### src/rtl/cpu_pkg.sv
// Shared CPU definitions: opcodes with long immediates, instruction field
// positions and the decoded IF/ID entry layout.
package cpu_pkg;

    localparam int DATA_W = 16;
    localparam int IMM_W  = 12;

    localparam logic [3:0] OP_JMP = 4'hC;
    localparam logic [3:0] OP_JAL = 4'hD;

    localparam int OPC_HI   = 15;
    localparam int OPC_LO   = 12;
    localparam int RD_HI    = 11;
    localparam int RD_LO    = 8;
    localparam int RS_HI    = 7;
    localparam int RS_LO    = 4;
    localparam int FUNCT_HI = 3;
    localparam int FUNCT_LO = 0;
    localparam int IMM8_HI  = 7;
    localparam int IMM12_HI = 11;

    typedef struct packed {
        logic [DATA_W-1:0] instr;
        logic [DATA_W-1:0] pc;
        logic [3:0]        opcode;
        logic [3:0]        rd;
        logic [3:0]        rs;
        logic [3:0]        funct;
        logic [IMM_W-1:0]  imm;
        logic              immIs12;
    } ifIdEntry_t;

    function automatic logic hasImm12(input logic [3:0] opcode);
        return (opcode == OP_JMP) || (opcode == OP_JAL);
    endfunction

endpackage

### src/rtl/if_id_field_decode.sv
// Combinational split of a fetched instruction into its decode fields;
// the result is stored alongside the raw word in the IF/ID entries.
module if_id_field_decode
    import cpu_pkg::*;
(
    input  logic [DATA_W-1:0] instr,
    input  logic [DATA_W-1:0] pc,
    output ifIdEntry_t        entry
);

    logic [3:0] opcode;

    assign opcode = instr[OPC_HI:OPC_LO];

    always_comb begin
        entry         = '0;
        entry.instr   = instr;
        entry.pc      = pc;
        entry.opcode  = opcode;
        entry.rd      = instr[RD_HI:RD_LO];
        entry.rs      = instr[RS_HI:RS_LO];
        entry.funct   = instr[FUNCT_HI:FUNCT_LO];
        entry.immIs12 = hasImm12(opcode);
        // Raw field only; the decode stage owns sign extension.
        if (entry.immIs12)
            entry.imm = instr[IMM12_HI:0];
        else
            entry.imm = {{(IMM_W-IMM8_HI-1){1'b0}}, instr[IMM8_HI:0]};
    end

endmodule

### src/rtl/if_id_stage.sv
// IF/ID pipeline register built as a 2-entry skid buffer: registered in_ready,
// full throughput under backpressure, synchronous flush of held instructions.
module if_id_stage
    import cpu_pkg::*;
(
    input  logic              clk,
    input  logic              rst,
    input  logic              in_valid,
    output logic              in_ready,
    input  logic [DATA_W-1:0] in_instr,
    input  logic [DATA_W-1:0] in_pc,
    input  logic              flush,
    output logic              out_valid,
    input  logic              out_ready,
    output logic [DATA_W-1:0] out_instr,
    output logic [DATA_W-1:0] out_pc,
    output logic [3:0]        out_opcode,
    output logic [3:0]        out_rd,
    output logic [3:0]        out_rs,
    output logic [3:0]        out_funct,
    output logic [IMM_W-1:0]  out_imm,
    output logic              out_imm_is12
);

    ifIdEntry_t inEntry;
    ifIdEntry_t mainEntry, skidEntry;
    logic       mainValid, skidValid, inReadyQ;
    logic       mainValidNxt, skidValidNxt;
    logic       loadMainFromIn, loadMainFromSkid, loadSkid;
    logic       inFire, outFire;

    if_id_field_decode uDecode (
        .instr (in_instr),
        .pc    (in_pc),
        .entry (inEntry)
    );

    assign inFire  = in_valid && inReadyQ;
    assign outFire = mainValid && out_ready;

    always_comb begin
        mainValidNxt     = mainValid;
        skidValidNxt     = skidValid;
        loadMainFromIn   = 1'b0;
        loadMainFromSkid = 1'b0;
        loadSkid         = 1'b0;
        if (flush) begin
            mainValidNxt = 1'b0;
            skidValidNxt = 1'b0;
        end else if (!mainValid || outFire) begin
            if (skidValid) begin
                loadMainFromSkid = 1'b1;
                mainValidNxt     = 1'b1;
                // Unreachable while in_ready tracks !skidValid, kept for safety.
                loadSkid         = inFire;
                skidValidNxt     = inFire;
            end else begin
                loadMainFromIn = inFire;
                mainValidNxt   = inFire;
            end
        end else if (inFire) begin
            loadSkid     = 1'b1;
            skidValidNxt = 1'b1;
        end
    end

    // Data registers load only on transfer; reset zeroes them so outputs read 0.
    always_ff @(posedge clk) begin
        if (rst) begin
            mainValid <= 1'b0;
            skidValid <= 1'b0;
            inReadyQ  <= 1'b1;
            mainEntry <= '0;
            skidEntry <= '0;
        end else begin
            mainValid <= mainValidNxt;
            skidValid <= skidValidNxt;
            inReadyQ  <= !skidValidNxt;
            if (loadMainFromSkid)
                mainEntry <= skidEntry;
            else if (loadMainFromIn)
                mainEntry <= inEntry;
            if (loadSkid)
                skidEntry <= inEntry;
        end
    end

    assign in_ready     = inReadyQ;
    assign out_valid    = mainValid;
    assign out_instr    = mainEntry.instr;
    assign out_pc       = mainEntry.pc;
    assign out_opcode   = mainEntry.opcode;
    assign out_rd       = mainEntry.rd;
    assign out_rs       = mainEntry.rs;
    assign out_funct    = mainEntry.funct;
    assign out_imm      = mainEntry.imm;
    assign out_imm_is12 = mainEntry.immIs12;

endmodule

### config.mk
export PLATFORM = sky130hd
export DESIGN_NAME = if_id_stage
export DESIGN_NICKNAME = d
export VERILOG_FILES = /design/src/rtl/cpu_pkg.sv /design/src/rtl/if_id_field_decode.sv /design/src/rtl/if_id_stage.sv
export SDC_FILE = /design/constraint.sdc
export NUM_CORES = 1
export LEC_CHECK = 0
export CORE_MARGIN = 1.5
export CORE_UTILIZATION = 50
export DETAILED_ROUTE_END_ITERATION = 10
export GPL_TIMING_DRIVEN = 0
export PLACE_DENSITY = 0.85
export SLEW_MARGIN = 20
export SYNTH_ARGS = -nofsm -noshare
export SYNTH_HDL_FRONTEND = slang
export SYNTH_SLANG_ARGS = --single-unit
### constraint.sdc
create_clock -name clk -period 3.9 [get_ports clk]
set_input_delay 0.975 -clock clk [delete_from_list [all_inputs] [get_ports clk]]
set_output_delay 0.975 -clock clk [all_outputs]
set_load 0.03 [all_outputs]
==> summary.txt <==
Status
  • Status: completed

Timing
  • Final Cycle Share: 0.638
  • RSZ-0062 raised after global routing: no
  • Worst Tran Pin Value: 588 ps
  • Clock Skew: 8.01 ps
  • Slew headroom: 0.608
  • # setup viols final: 0
  • Setup tns final: 0 ps
  • Pins Over Slew Limit: 0
  • Clock period minus worst slack: 2490 ps
  • Worst hold slack: 458 ps
  • Max Fclk: just over 400 MHz
  • Fin. Hold Viols: 0

Logic synthesis
  • Yosys Warn Count: 0
  • Count leader, synth: dfxtp_1
  • Seq/Total Area, Yosys: 0.471
  • Top_reg_cell synth: dfxtp_1
  • Largest cells by area after synthesis: dfxtp_1 47%, mux2i_1 9.8%, nand2_1 8.3%
  • Ys async rst share: 0
  • Number of synthesized flops with an enable pin: 0
  • Mapped Cells: 368
  • Netlist Area Pre-Place: roughly 3300 µm²
  • Synth top cells by count: 77 x dfxtp_1, 72 x nand2_1, 39 x a21oi_1, 38 x nor2_1, 34 x a211oi_1
  • Top-area cell type share of the netlist area: 0.471
  • Synth cell types: 25
  • Average size of a mapped cell: a little under 9 µm²
  • Cell taking the most area after synthesis: dfxtp_1
  • Register bit total from synthesis: 77
  • Mapped Nets: 405

Critical path
  • CP Cell Sequence: buf_4 > clkdlybuf4s50_1
  • Crit Reg-Reg Endpoint: out_imm[8]
  • Reg2reg setup slack: 2280 ps
  • Reg2reg path depth: 5
  • FF-to-FF Start: skidValid
  • CP Max Fanout: 4
  • Top delay family on crit path: buffers and inverters
  • Slowest CP cell: clkdlybuf4s50_1
  • Largest stage delay, worst path: approximately 650 ps
  • Crit end category: primary output
  • CP startpoint kind: flip-flop
  • CP Data Required Time: 2920 ps
  • Worst setup path class: reg -> out
  • CP arrival: 1510 ps
  • Worst path bufs/invs: 2

CTS
  • Post_cts resized: 0
  • Hold-fix buffers, CTS: 0
  • Sink Count: 77
  • CTS buffer count: 9
  • Htree depth: 3
  • Worst-Skew Late Latency: around 350 ps
  • Reg clk slew, reported paths: 80 ps
  • CTS tree: yes
  • Setup bufs post-CTS: 0
  • Clock Tree Root: clkbuf_8
  • Clock buffer depth: 2

Global routing
  • Initial antenna violation count: 0
  • Gr usage total: 0.246
  • Largest net degree at the start of global routing: 14
  • First-pass GRT wire length: 13700 µm
  • Grt total ovfl: 0
  • Vias in the first global route: 2956

Pwr
  • Power per cell area: 418 nW/µm²
  • Static Leak: 1.60 nW
  • IR drop worst, VDD: 0.263 mV
  • Tot Pwr: 1.92 mW

Placed design
  • Port bufs: roughly 100
  • Hpwl dp: 5860 µm
  • Placer Congestion: ~0.75

Die
  • Area of the core: 6350 µm²
  • Top Ports: 100
  • Full die area: 7040 µm²
  • Die Wd: between 80 and 90 µm
  • # rows: 29
  • Initial Util: 0.515
  • Die Y: around 84 µm

Cells and area
  • Layout cell share with drive strength beyond 1: 0.143
  • P&R area growth vs syn: 40.5%
  • Layout fillers: 482
  • Core Util, Final: 0.724
  • Nets: 514
  • Ant diodes: 0

Min path
  • Hold Path Class: reg -> reg
  • Hold Path Cell Cnt: 2
  • Worst hold endpoint: skidEntry[11]
  • Worst Hold Launch: skidEntry[11]

Job
  • Max Cap Viol: 0

Routing
  • DR vias: just over 3000
  • Post-DR wirelength/cell: 15.3 µm
  • Average via count per standard cell: 5.41
  • Drt pass-1 iters: 4
  • Final ANT Viol Nets: 0
  • Starting DRT DRC Count: 181
  • Final WL: about 8500 µm
  • Residual DRC: 0
cell usage in the layout (no fill, tap or decap), types with 2 or more instances in the layout:
cell type / instances
dfxtp_1: 77
buf_4: 29
a22oi_1: 4
buf_2: 10
nor2_1: 38
clkbuf_1: 9
mux2i_1: 32
bufinv_16: 3
clkinvlp_4: 2
inv_2: 2
a211oi_1: 34
buf_6: 3
clkbuf_8: 10
a211oi_2: 4
a21oi_1: 39
nand3_1: 4
clkdlybuf4s50_1: 98
nand2_1: 72
worst reg2reg max path, delay by kind of cell, from the launching register on:
family | cells | cell delay [ps]
and+or+nand+nor | 1 | 490
AOI/OAI and AO/OA | 2 | 480
DFF | 1 | 320
buffers and inverters | 2 | 250
power breakdown:
group | internal, mW | switching, mW
Combinational | 0.160 | 0.189
Clock | 0.441 | 0.296
Sequential | 0.816 | 0.0210
final cells by class:
cell class / instances / area (µm²) / share of cell area
Clock buffer: 10 / 138 / 0.0299
Inverter: 3 / 11.3 / 0.00245
Multi-Input combinational cell: 236 / 1380 / 0.300
Tap cell: 77 / 96.3 / 0.0210
Buffer: 52 / 340 / 0.0740
Clock inverter: 6 / 110 / 0.0240
Sequential cell: 77 / 1540 / 0.335
Timing Repair Buffer: 98 / 981 / 0.213
per-layer routing:
metal  vias to the layer above  global-route usage  part of all wire
met5                         -                   0                 0
met4                         0              0.0939             0.020
met3                        22              0.0722             0.057
met2                       125               0.417              0.50
met1                      1427               0.293              0.42
li1                       1451                   -                 -
registers in the layout, indices dropped and copies added, names as in the netlist:
register / count
skidEntry: 37
out_instr: 16
out_pc: 16
out_imm: 4
in_ready: 1
out_imm_is12: 1
out_valid: 1
skidValid: 1
metrics by stage:
stage / cell area, µm² / instances / worst slack, ps
after floorplan: 3270 / 368 / 1920
after global placement: 4350 / 543 / 1210
after detailed placement: 4350 / 543 / 1210
after CTS: 4600 / 559 / 1390
final: 4600 / 559 / 1410
after global routing: 4600 / 559 / 1330
how the worst max path moves through the flow:
stage	startpoint	end	slack (ps)	depth (start not counted)
5_1_grt	out_instr[1]	out_imm[1]	1330	2
3_5_place_dp	rst	out_pc[7]	1210	4
6_report	out_instr[4]	out_rs[0]	1410	2
3_3_place_gp	rst	out_pc[7]	1210	4
2_1_floorplan	out_ready	skidEntry[0]	1920	6
4_1_cts	out_instr[1]	out_imm[1]	1390	2
cell families (layout without fill, tap and decap cells):
group / Yosys count / count (layout) / share of synthesized area
AO/OA/AOI/OAI: 84 / 84 / 0.176
adder cells (fa/ha/maj): 1 / 1 / 0.00306
buffers and inverters: 55 / 169 / 0.107
flip-flops: 77 / 77 / 0.471
multiplexers: 32 / 32 / 0.0979
AND/OR/NAND/NOR: 119 / 119 / 0.145
No activity file was read; power rests on OpenSTA's default activity.
